**src/rtl/bitlet_bit_serializer.sv**
```systemverilog
// rtl/bitlet_bit_serializer.sv - emits the set-bit indices of each operand word, MSB first, one beat per cycle
// A residual register holds the word; each fired beat clears the bit its MSB locator found.
module bitlet_bit_serializer #(
  parameter int W  = 64,
  parameter int TW = 8
) (
  input  logic                 clk,
  input  logic                 rst_n,
  input  logic                 in_valid,
  output logic                 in_ready,
  input  logic [W-1:0]         in_data,
  input  logic [TW-1:0]        in_tag,
  output logic                 out_valid,
  input  logic                 out_ready,
  output logic [$clog2(W)-1:0] out_idx,
  output logic                 out_zero,
  output logic                 out_last,
  output logic [$clog2(W):0]   out_seq,
  output logic [TW-1:0]        out_tag
);

  localparam int IW = $clog2(W);

  typedef enum logic {IDLE, RUN} state_t;

  state_t          state_q, state_d;
  logic [W-1:0]    residual_q, residual_d;
  logic [IW:0]     seq_q, seq_d;
  logic [TW-1:0]   tag_q, tag_d;
  logic            zflag_q, zflag_d;

  logic [IW-1:0]   msb_idx;
  logic            one_hot;
  logic            run;
  logic            out_fire;
  logic            load;

  // Highest set bit wins because later iterations overwrite earlier ones.
  always_comb begin
    msb_idx = '0;
    for (int i = 0; i < W; i++) begin
      if (residual_q[i]) msb_idx = IW'(i);
    end
  end

  assign one_hot   = (residual_q != '0) && ((residual_q & (residual_q - W'(1))) == '0);
  assign run       = (state_q == RUN);

  assign out_valid = run;
  assign out_idx   = run ? msb_idx : '0;
  assign out_last  = run & (zflag_q | one_hot);
  assign out_zero  = run & zflag_q;
  assign out_seq   = run ? seq_q : '0;
  assign out_tag   = run ? tag_q : '0;

  assign out_fire  = run & out_ready;
  assign in_ready  = ~run | (out_fire & out_last);
  assign load      = in_valid & in_ready;

  always_comb begin
    state_d    = state_q;
    residual_d = residual_q;
    seq_d      = seq_q;
    tag_d      = tag_q;
    zflag_d    = zflag_q;
    if (load) begin
      // Covers both a fresh word in IDLE and the zero-bubble reload on a last beat.
      residual_d = in_data;
      tag_d      = in_tag;
      zflag_d    = (in_data == '0);
      seq_d      = '0;
      state_d    = RUN;
    end else if (out_fire) begin
      if (out_last) begin
        residual_d = '0;
        state_d    = IDLE;
      end else begin
        residual_d[msb_idx] = 1'b0;
        seq_d               = seq_q + {{IW{1'b0}}, 1'b1};
      end
    end
  end

  always_ff @(posedge clk or negedge rst_n) begin
    if (!rst_n) begin
      state_q    <= IDLE;
      residual_q <= '0;
      seq_q      <= '0;
      tag_q      <= '0;
      zflag_q    <= 1'b0;
    end else begin
      state_q    <= state_d;
      residual_q <= residual_d;
      seq_q      <= seq_d;
      tag_q      <= tag_d;
      zflag_q    <= zflag_d;
    end
  end

endmodule

```
**config.mk**
```make
export PLATFORM = sky130hd
export DESIGN_NAME = bitlet_bit_serializer
export DESIGN_NICKNAME = d
export VERILOG_FILES = /design/src/rtl/bitlet_bit_serializer.sv
export SDC_FILE = /design/constraint.sdc
export NUM_CORES = 1
export LEC_CHECK = 0
export CAP_MARGIN = 0
export CORE_UTILIZATION = 49
export CTS_BUF_LIST = sky130_fd_sc_hd__clkbuf_4 sky130_fd_sc_hd__clkbuf_8 sky130_fd_sc_hd__clkbuf_16
export DETAILED_ROUTE_END_ITERATION = 12
export GPL_ROUTABILITY_DRIVEN = 0
export PLACE_DENSITY_LB_ADDON = 0.08
export SLEW_MARGIN = 20
export SYNTH_ARGS = -nofsm -noshare
export SYNTH_HDL_FRONTEND = slang
export SYNTH_SLANG_ARGS = --single-unit
```
**constraint.sdc**
```tcl
create_clock -name clk -period 4.7 [get_ports clk]
set_input_delay 1.41 -clock clk [delete_from_list [all_inputs] [get_ports clk]]
set_output_delay 1.41 -clock clk [all_outputs]
set_load 0.01 [all_outputs]
```
==> reports/metrics.csv, run 1 <==
metric,value,unit
critical_path.endpoint_type,primary output,
grt_pass1_wl,36.1,mm
worst_slack,-0.511,ns
yosysTopAreaCell,dfrtp_1,
startpoint_type,register,
yosysWarnings,0,
ioPinCount,101,
drive_above_1_share,20.7,%
vias,7070,
p_per_area,379,mW/mm²
dpl.hpwl,16.9,mm
grt_pass1_vias,6735,
drt_iter0_markers,1028,
synth-async-reset-ratio,100,%
slew_headroom,19.4,%
hold_path_class,reg -> reg,
start_util,50.1,%
synth_edf_count,0,
cts_tree,done,
die_y,113,µm
grt_max_degree,66,
power_leakage,3.32,nW
wl,23.2,mm
cp.required,3.29,ns
crit_top_cell,or4_4,
slowest_delay,0.57,ns
avgViaCountPerCell,6.71,
drv_cap,0,
ant_nets,0,
nNetsFinal,980,
cts_hold_buf,0,
ys.flop_type,dfrtp_1,
antenna_found_initial,0,
synth_most_common_cell,nand2_1,
fin_cells,1054,
synth_common_cells,"nand2_1 (85), dfrtp_1 (81), a32o_1 (57), nor2_1 (55), clkbuf_1 (44)",
die_w,113,µm
synth_top_area_share,33.7,%
violations,negative setup slack,
antenna_cells,0,
htree_levels,3,
fin_skew,0.00650,ns
syn_avg_cell_area,8.29,µm²
setup_viol_count_final,2,
drc_errors,0,
vdd_drop_max,0.352,mV
syn-num-nets,803,
syn_area,0.00602,mm²
fin_crit_sh,111,%
tightestPinTransition,1.20,ns
path_cells,or4_4 > or4_4 > or4_4 > a2bb2oi_2 > a2111o_1 > a2111oi_4 > buf_4 > nand3_4 > and2_4 > inv_2 > buf_6,
rows,40,
io_buffer_count,100,
outcome,"complete, but fails checks",
area_growth,39.0,%
cts_buffer_depth,2,
drv_slew,0,
ys_top_cells_by_area,"dfrtp_1 (34%), a32o_1 (9.5%), nand2_1 (5.3%), nor4_1 (4.5%), nor2_1 (3.4%)",
synth_seq_area_share,33.7,%
ys_ff_latch,81,
numCtsBuffers,9,
path_class,reg -> out,
dp.cells,1028,
hold_violations,0,
clkTransAtPathRegs,0.06,ns
core,0.0120,mm²
grt_use_total,37.1,%
path_max_fanout,4,
cts_sinks,81,
clock-root-buffer,clkbuf_16,
fmax,0.192,GHz
wl_per_cell,22.0,µm
drt_pre_antenna_iters,6,
insertion_delay,0.36,ns
crit_arrival,3.80,ns
design_area,0.00836,mm²
synthCells,726,
die-area,0.0127,mm²
rsz0062_at_grt,true,
period_minus_slack,5.21,ns
regArea,0.00203,mm²
fillCellCount,956,
post_dp_cell_area,0.00783,mm²
multi_input_area,0.00376,mm²
grt-ovfl-total,0,
cp_slowest_cell,or4_4,
synth.distinct_cells,68,
[registers in the layout, indices dropped and copies added (netlist names)]
| signal | cells |
|---|---|
| out_valid | 1 |
| residual_q | 64 |
| seq_q | 7 |
| tag_q | 8 |
| zflag_q | 1 |
[cell usage in the layout, fill, tap and decap left out, drive strengths merged, types with 6 or more instances in the layout]
cell	synthesis	final
a2111oi	6	6
a21oi	33	33
a221o	6	6
a32o	57	57
and2	24	24
and3	11	11
buf	19	132
clkbuf	44	12
clkdlybuf4s50	0	97
dfrtp	81	81
inv	26	26
mux2	8	8
nand2	85	85
nand3	7	7
nand4	16	16
nor2	55	55
nor2b	10	10
nor3	30	30
nor4	43	43
o21ai	31	31
o31ai	8	8
o41ai	7	7
or2	9	9
or4	20	20
[where the power goes]
group,switching (mW),internal [mW]
logic,0.880,0.666
clock network,0.281,0.441
registers,0.102,0.798
[cell families after synthesis]
kind of cell,after synthesis,share of synthesized area (%)
adder cells (fa/ha/maj),2,0.374
multiplexers,9,1.66
AO/OA/AOI/OAI,208,27.4
flip-flops,81,33.7
buffers and inverters,89,6.90
AND/OR/NAND/NOR,337,30.0
[final timing paths]
path / startpoint / endpoint / slack (ns) / depth (start not counted)
max in group asynchronous: rst_n / residual_q[44] / 2.76 / 2
worst max-delay path: residual_q[15] / out_last / -0.51 / 11
worst min register to register: tag_q[1] / tag_q[1] / 0.48 / 1
worst min-delay path: tag_q[1] / tag_q[1] / 0.48 / 1
worst max register to register: residual_q[15] / residual_q[57] / 0.40 / 13
min in group asynchronous: rst_n / residual_q[20] / 1.16 / 1
[through the flow]
stage | utilization [%] | setup slack (ns) | hold slack (ns) | power, mW | TNS, ns
final | 69.6 | -0.511 | 0.475 | 3.17 | -0.906
after global routing | 69.6 | -0.579 | 0.509 | 3.29 | -1.09
after CTS | 68.6 | -0.475 | 0.481 | 3.09 | -0.863
after detailed placement | 65.2 | -0.558 | 0.468 | 2.34 | -1.08
after global placement | 65.2 | -0.535 | 0.460 | 2.32 | -1.04
after floorplan | - | -0.161 | 0.450 | 1.59 | -0.218
[layout make-up]
| class | count | share of cell area, % |
|---|---|---|
| Sequential cell | 81 | 24.2 |
| Timing Repair Buffer | 229 | 23.9 |
| Tap cell | 147 | 2.20 |
| Inverter | 26 | 1.17 |
| Multi-Input combinational cell | 556 | 44.9 |
| Clock inverter | 3 | 0.479 |
| Clock buffer | 12 | 3.11 |
[metal layers]
| metal | part of all wire, % | vias up | track usage (%) |
|---|---|---|---|
| met2 | 45 | 476 | 58.2 |
| met1 | 39 | 3320 | 47.7 |
| met4 | 5.4 | 0 | 20.3 |
| met3 | 11 | 101 | 8.09 |
| li1 | - | 3173 | - |
| met5 | 0 | - | 0 |
[timing repair]
action | 4_1_cts | 5_1_grt
setup buffers | 6 | 6
gates resized for setup | 20 | 17
endpoints found under the setup margin | 3 | 3
pin swaps | 12 | 9
[worst max-delay path: cells and delay by family, from the launching register on]
kind	cells	cell delay [ns]
AO/OA/AOI/OAI	3	0.92
flip-flops	1	0.38
buffers and inverters	3	0.34
AND/OR/NAND/NOR	5	1.82
No activity file was read; power rests on OpenSTA's default activity.
==> run 2, diff against run 1 <==
--- a/config.mk
+++ b/config.mk
@@ -10,6 +10,7 @@
 export CTS_BUF_LIST = sky130_fd_sc_hd__clkbuf_4 sky130_fd_sc_hd__clkbuf_8 sky130_fd_sc_hd__clkbuf_16
 export DETAILED_ROUTE_END_ITERATION = 12
 export GPL_ROUTABILITY_DRIVEN = 0
+export HOLD_SLACK_MARGIN = 0.12
 export PLACE_DENSITY_LB_ADDON = 0.08
 export SLEW_MARGIN = 20
 export SYNTH_ARGS = -nofsm -noshare
==> results of run 2 <==
The final DEF is identical to that of run 1; final timing and power are the same.
==> run 3, diff against run 2 <==
--- a/config.mk
+++ b/config.mk
@@ -11,6 +11,7 @@
 export DETAILED_ROUTE_END_ITERATION = 12
 export GPL_ROUTABILITY_DRIVEN = 0
 export HOLD_SLACK_MARGIN = 0.12
+export MAX_ROUTING_LAYER = met4
 export PLACE_DENSITY_LB_ADDON = 0.08
 export SLEW_MARGIN = 20
 export SYNTH_ARGS = -nofsm -noshare
==> constraint.sdc (replaced) <==
create_clock -name clk -period 4.7 [get_ports clk]
set_input_delay 0.705 -clock clk [delete_from_list [all_inputs] [get_ports clk]]
set_output_delay 0.705 -clock clk [all_outputs]
set_load 0.01 [all_outputs]
==> run 3 against run 2 <==
- final cell count is 6.8% lower
- clock skew is essentially flat
- worst hold slack got worse by 0.065 ns
- clock power fell by 10%
- critical path depth did not move
- utilization fell by 6.1 points
- global-route usage shrank 0.41 points
- clock-buffer cell count decreased by 1
- non-clock buffer count is 72 lower
- largest cell class unchanged
- setup slack better by 0.63 ns
- critical endpoint unchanged
- the run now ends clean
- total power fell by 7.0%
==> reports/metrics.csv, run 3 (synthesis gave the netlist of run 1 again) <==
metric,value,unit,change
numCtsBuffers,9,,unchanged
area_growth,26.9,%,was 39.0%
wl,22.0,mm,was 23.2 mm
grt_pass1_wl,35.0,mm,was 36.1 mm
place_ws,0.0227,ns,was -0.558 ns
die_y,113,µm,unchanged
dpl.hpwl,16.0,mm,was 16.9 mm
tns,0,ns,was -0.906 ns
grt_use_total,36.7,%,was 37.1%
fmax,0.219,GHz,was 0.192 GHz
grt_pass1_vias,6561,,was 6735
crit_top_cell,or4_4,,unchanged
hold_violations,0,,unchanged
p_per_area,386,mW/mm²,was 379 mW/mm²
nNetsFinal,908,,was 980
die_w,113,µm,unchanged
fin_skew,0.00639,ns,was 0.00650 ns
rows,40,,unchanged
drt_iter0_markers,653,,was 1028
path_class,reg -> out,,unchanged
fin_crit_sh,97.4,%,was 111%
core,0.0120,mm²,unchanged
path_max_fanout,5,,was 4
largest_reg_flops,64,,unchanged
avgViaCountPerCell,6.98,,was 6.71
ioPinCount,101,,unchanged
period_minus_slack,4.58,ns,was 5.21 ns
drive_above_1_share,11.9,%,was 20.7%
path_cells,or4_1 > or4_4 > or4_4 > a2bb2oi_1 > a2111o_1 > a2111oi_4 > buf_4 > nand3_4 > and2_4 > inv_1 > dlygate4sd2_1,,was or4_4 > or4_4 > or4_4 > a2bb2oi_2 > a2111o_1 > a2111oi_4 > buf_4 > nand3_4 > and2_4 > inv_2 > buf_6
cts_hold_buf,0,,unchanged
worst_slack,0.124,ns,was -0.511 ns
fin_util,63.6,%,was 69.6%
insertion_delay,0.35,ns,was 0.36 ns
tightestPinTransition,0.974,ns,was 1.20 ns
cts_sinks,81,,unchanged
antenna_cells,0,,unchanged
hold_path_class,in -> async,,was reg -> reg
critical_path.endpoint_type,primary output,,unchanged
vias,6850,,was 7070
cts_tree,done,,unchanged
drc_errors,0,,unchanged
whs,0.410,ns,was 0.475 ns
power_leakage,2.89,nW,was 3.32 nW
power,2.95,mW,was 3.17 mW
cts_buffer_depth,2,,unchanged
ant_nets,0,,unchanged
slew_headroom,34.8,%,was 19.4%
htree_levels,3,,unchanged
cp_slowest_cell,or4_4,,unchanged
grt_max_degree,82,,was 66
drv_cap,0,,unchanged
final_cell_mix,"clkdlybuf4s50_1 (97), nand2_1 (85), dfrtp_1 (81)",,"was buf_4 (127), clkdlybuf4s50_1 (97), nand2_1 (85)"
clkTransAtPathRegs,0.06,ns,about the same
slowest_delay,0.57,ns,about the same
drt_pre_antenna_iters,5,,was 6
setup_viol_count_final,0,,was 2
grt-ovfl-total,0,,unchanged
fillCellCount,1088,,was 956
start_util,50.1,%,unchanged
antenna_found_initial,0,,unchanged
regMostFlops,residual_q,,unchanged
cp.required,3.99,ns,was 3.29 ns
clock-root-buffer,clkbuf_16,,unchanged
startpoint_type,register,,unchanged
crit_arrival,3.87,ns,was 3.80 ns
layout_commonest_cell,clkdlybuf4s50_1,,was buf_4
largestRegisters,"residual_q: 64 flops, tag_q: 8 flops, seq_q: 7 flops",,unchanged
io_buffer_count,100,,unchanged
drv_slew,0,,unchanged
vdd_drop_max,0.267,mV,was 0.352 mV
die-area,0.0127,mm²,unchanged
outcome,"finished, final reports clean",,"was complete, but fails checks"
rsz0062_at_grt,false,,was true
wl_per_cell,22.4,µm,was 22.0 µm
## run 3: cell types whose count changed in the layout (fill, tap and decap cells not counted), moves of 2 or more
| cell | before | now |
|---|---|---|
| o41ai_1 | 3 | 6 |
| buf_6 | 3 | 1 |
| buf_4 | 127 | 56 |
| clkinv_2 | 2 | 4 |
| or4_4 | 6 | 3 |
| dlygate4sd2_1 | 0 | 2 |
| or4_1 | 14 | 17 |
| o21ai_1 | 2 | 0 |
| o41ai_4 | 2 | 0 |
| o21ai_0 | 28 | 31 |
## run 3: worst max-delay path, delay by kind of cell (launching register included)
kind	cells	cell delay (ns)
AOI/OAI and AO/OA	3	0.81
buffers and inverters	3	0.48
DFF	1	0.37
and+or+nand+nor	5	1.86
## run 3: area by class of cell
class	instances	area, µm²	share of cell area, %
multi-input combinational	556	3620	47.4
sequential	81	2030	26.5
timing repair buffer	157	1440	18.9
clock buffer	11	246	3.23
tap	147	184	2.41
inverter	26	97.6	1.28
clock inverter	4	20.0	0.262
## run 3: timing repair
action                     in CTS  in global routing
pin swaps                       5                  1
cloned                          0                  0
setup endpoints to repair       2                  1
buffers inserted                2                  1
gates resized for setup         5                  2
## run 3: final timing paths
path                       cells past startpoint           start        endpoint  slack [ns]
min in group clk                               1        tag_q[3]        tag_q[3]        0.48
min                                            1           rst_n  residual_q[44]        0.41
max                                           11  residual_q[16]        out_last        0.12
max reg2reg                                   12  residual_q[16]  residual_q[56]        0.43
min reg2reg                                    1        tag_q[3]        tag_q[3]        0.48
max in group asynchronous                      1           rst_n  residual_q[12]        3.76
## run 3: power breakdown
group | switching, mW | internal (mW)
clock | 0.276 | 0.371
combinational | 0.780 | 0.558
sequential | 0.163 | 0.798
total | 1.22 | 1.73
## run 3: per-layer routing
layer	GRT usage [%]	share of wire, %	vias to the layer above
met5	-	0	-
met4	18.8	4.3	0
met3	6.32	9.4	82
met2	54.8	44	471
met1	47.8	42	3271
li1	-	-	3026
## run 3: per-stage QoR
step / cells / instance area [µm²]
after floorplan: 726 / 6020
after global placement: 964 / 7320
after detailed placement: 964 / 7320
after CTS: 981 / 7620
after global routing: 982 / 7640
final: 982 / 7640
==> variant: new RTL, settings of run 2 <==
Take the reset off `tag_q` and load it in a clocked block of its own.
--- a/src/rtl/bitlet_bit_serializer.sv
+++ b/src/rtl/bitlet_bit_serializer.sv
@@ -86,16 +86,18 @@
       state_q    <= IDLE;
       residual_q <= '0;
       seq_q      <= '0;
-      tag_q      <= '0;
       zflag_q    <= 1'b0;
     end else begin
       state_q    <= state_d;
       residual_q <= residual_d;
       seq_q      <= seq_d;
-      tag_q      <= tag_d;
       zflag_q    <= zflag_d;
     end
   end
 
+  always_ff @(posedge clk) begin
+    tag_q <= tag_d;
+  end
+
 endmodule
 
Check against the original RTL: not settled (the Yosys comparison gave no result); the edit may change what the design does.
==> variant against run 2 <==
- the flow still finishes with violations (negative setup slack)
- wire length fell by 2.9%
- cell count down 3.4%
- sequential share of layout area grew 2.0 points
- setup slack better by 0.14 ns
- clock skew grew 0.0023 ns
- sequential cell count did not move
- register-to-register slack improved by 0.04 ns
- first-iteration DRC count decreased by 17%
- area after synthesis decreased by 4.1%
- design area is 5.7% lower
- fmax increased by 2.7%
- highest routed layer is now met5
Power is not compared: it rests on default switching activity, and its combinational part moved more than twofold at a synthesized area within 25%.
==> variant: results (changes against run 2) <==
The largest fanout on the critical path came out at 5 (+1). The placed instance count came out at 994 (-3.3%). The flow ran to the end, but the final reports show violations. The hold-critical path depth was 2 (+1). The worst clock skew on the final layout came to 0.008800 ns (+0.002299 ns).

The post-synth net total came out at 774 (-3.6%). The number of global-route vias before repair came out at 6,676 (-0.88%). The combined global-route utilization of all metal layers came out at 37.30% (+0.24 points). The total setup violations reported at the end of the flow came out at 2 (unchanged). The number of DRC violations after detailed-routing iteration 0 is 855 (-17%). The sequential-to-total area share from yosys stat came out at 35.79% (+2.1 points). The final layout net count is 947 (-3.4%). The average wire per standard cell is 22.14 µm (+0.50%). The total negative slack for setup checks came to -0.7242 ns (+0.1820 ns). The total cell area at the placement stage is 7501 µm² (-4.2%). The share of post-route cells with drive strength above 1 is 17.83% (-2.9 points). The post-detailed-route via-to-cell ratio is 6.815 (+1.6%).

The arrival time reported for the critical path endpoint was 3.66 ns (-0.14 ns). The wire length reported by the detailed router was 22,530 µm (-2.9%). The worst setup margin is -0.3746 ns (+0.1365 ns).

Ranked by total cell area, the synthesized netlist is headed by sky130_fd_sc_hd__dfrtp_1 (32%), sky130_fd_sc_hd__a32o_1 (9.0%), sky130_fd_sc_hd__nand2_1 (5.8%). The half-perimeter wire length after placement is 16,770 µm (-0.67%). The depth of the worst register-to-register path is 15 (+2). The synthesized area per cell is 8.286 µm² (about the same). The final reports fail on negative setup slack. Ranked by instance count, the synthesized netlist is headed by sky130_fd_sc_hd__nand2_1 (90), sky130_fd_sc_hd__dfrtp_1 (73), sky130_fd_sc_hd__a32o_1 (52).

The maximum number of pins on one net before global-route repair came out at 74 (+12%). The async set or reset register ratio after synthesis is 90.12% (-9.9 points). The headroom to the max-slew limit is 25.08% (+5.7 points). The number of distinct library cells after synthesis is 66 (-2.9%). The placement-stage worst setup slack is -0.3949 ns (+0.1631 ns).

The initial antenna violation count came out at 1 (+1).
[variant: repair_timing]
item	in CTS	in global routing
setup buffers	5	4
gates resized for setup	13	6
endpoints found under the setup margin	3	3
pin swaps	7	11
[variant: cell families after synthesis]
kind of cell	count (synthesis)	share of synthesized area, %
compound gates	198	26.43
flops	81	35.79
mux	1	0.1733
xor+xnor	3	0.4550
buf+inv	73	5.936
simple gates	340	31.00
fa+ha+maj	1	0.2166
[variant: worst paths after layout]
kind	startpoint	to	slack (ns)
worst max-delay path	residual_q[30]	out_last	-0.37
min in group asynchronous	rst_n	residual_q[41]	1.29
worst min-delay path	seq_q[6]	seq_q[6]	0.55
max in group asynchronous	rst_n	residual_q[2]	2.77
worst max register to register	residual_q[30]	residual_q[49]	0.44
worst min register to register	seq_q[6]	seq_q[6]	0.55
[variant: critical path, stage by stage, from the launching register on]
cell and delay, ns:
sky130_fd_sc_hd__dfrtp_1 0.43, sky130_fd_sc_hd__or4_1 0.56, sky130_fd_sc_hd__nor4_1 0.27, sky130_fd_sc_hd__buf_4 0.17, sky130_fd_sc_hd__and3_1 0.29, sky130_fd_sc_hd__nand2_1 0.15
sky130_fd_sc_hd__o32ai_1 0.37, sky130_fd_sc_hd__nand4b_1 0.23, sky130_fd_sc_hd__nor4_4 0.42, sky130_fd_sc_hd__buf_4 0.18, sky130_fd_sc_hd__a31o_4 0.14, sky130_fd_sc_hd__buf_6 0.09
[variant: stage by stage]
step	util [%]	hold WS (ns)
3_5_place_dp	65.41	0.5222
2_1_floorplan	-	0.4826
6_report	68.79	0.5481
5_1_grt	68.79	0.5748
3_3_place_gp	65.41	0.5108
4_1_cts	68.31	0.5481
[variant: report_power, final]
group / switching, W / leakage, nW / total (W) / internal (W)
Sequential: 0.000253 / 0.979 / 0.00121 / 0.000960
Combinational: 0.00182 / 1.95 / 0.00311 / 0.00129
Clock: 0.000317 / 0.131 / 0.000687 / 0.000370
[variant: cell type report]
type | instances | area (µm²)
inverter | 22 | 82.58
clock inverter | 6 | 51.30
multi-input combinational | 543 | 3432
tap | 143 | 178.9
fill | 965 | 3578
clock buffer | 10 | 232.7
sequential | 81 | 2067
timing repair buffer | 213 | 1844
[variant: per-layer routing]
metal	share of wire, %	track usage, %	wire, µm
met1	38	48.59	8605
met2	46	59.21	10350
met3	11	8.507	2521
met4	4.6	16.44	1047
met5	0.058	0	13
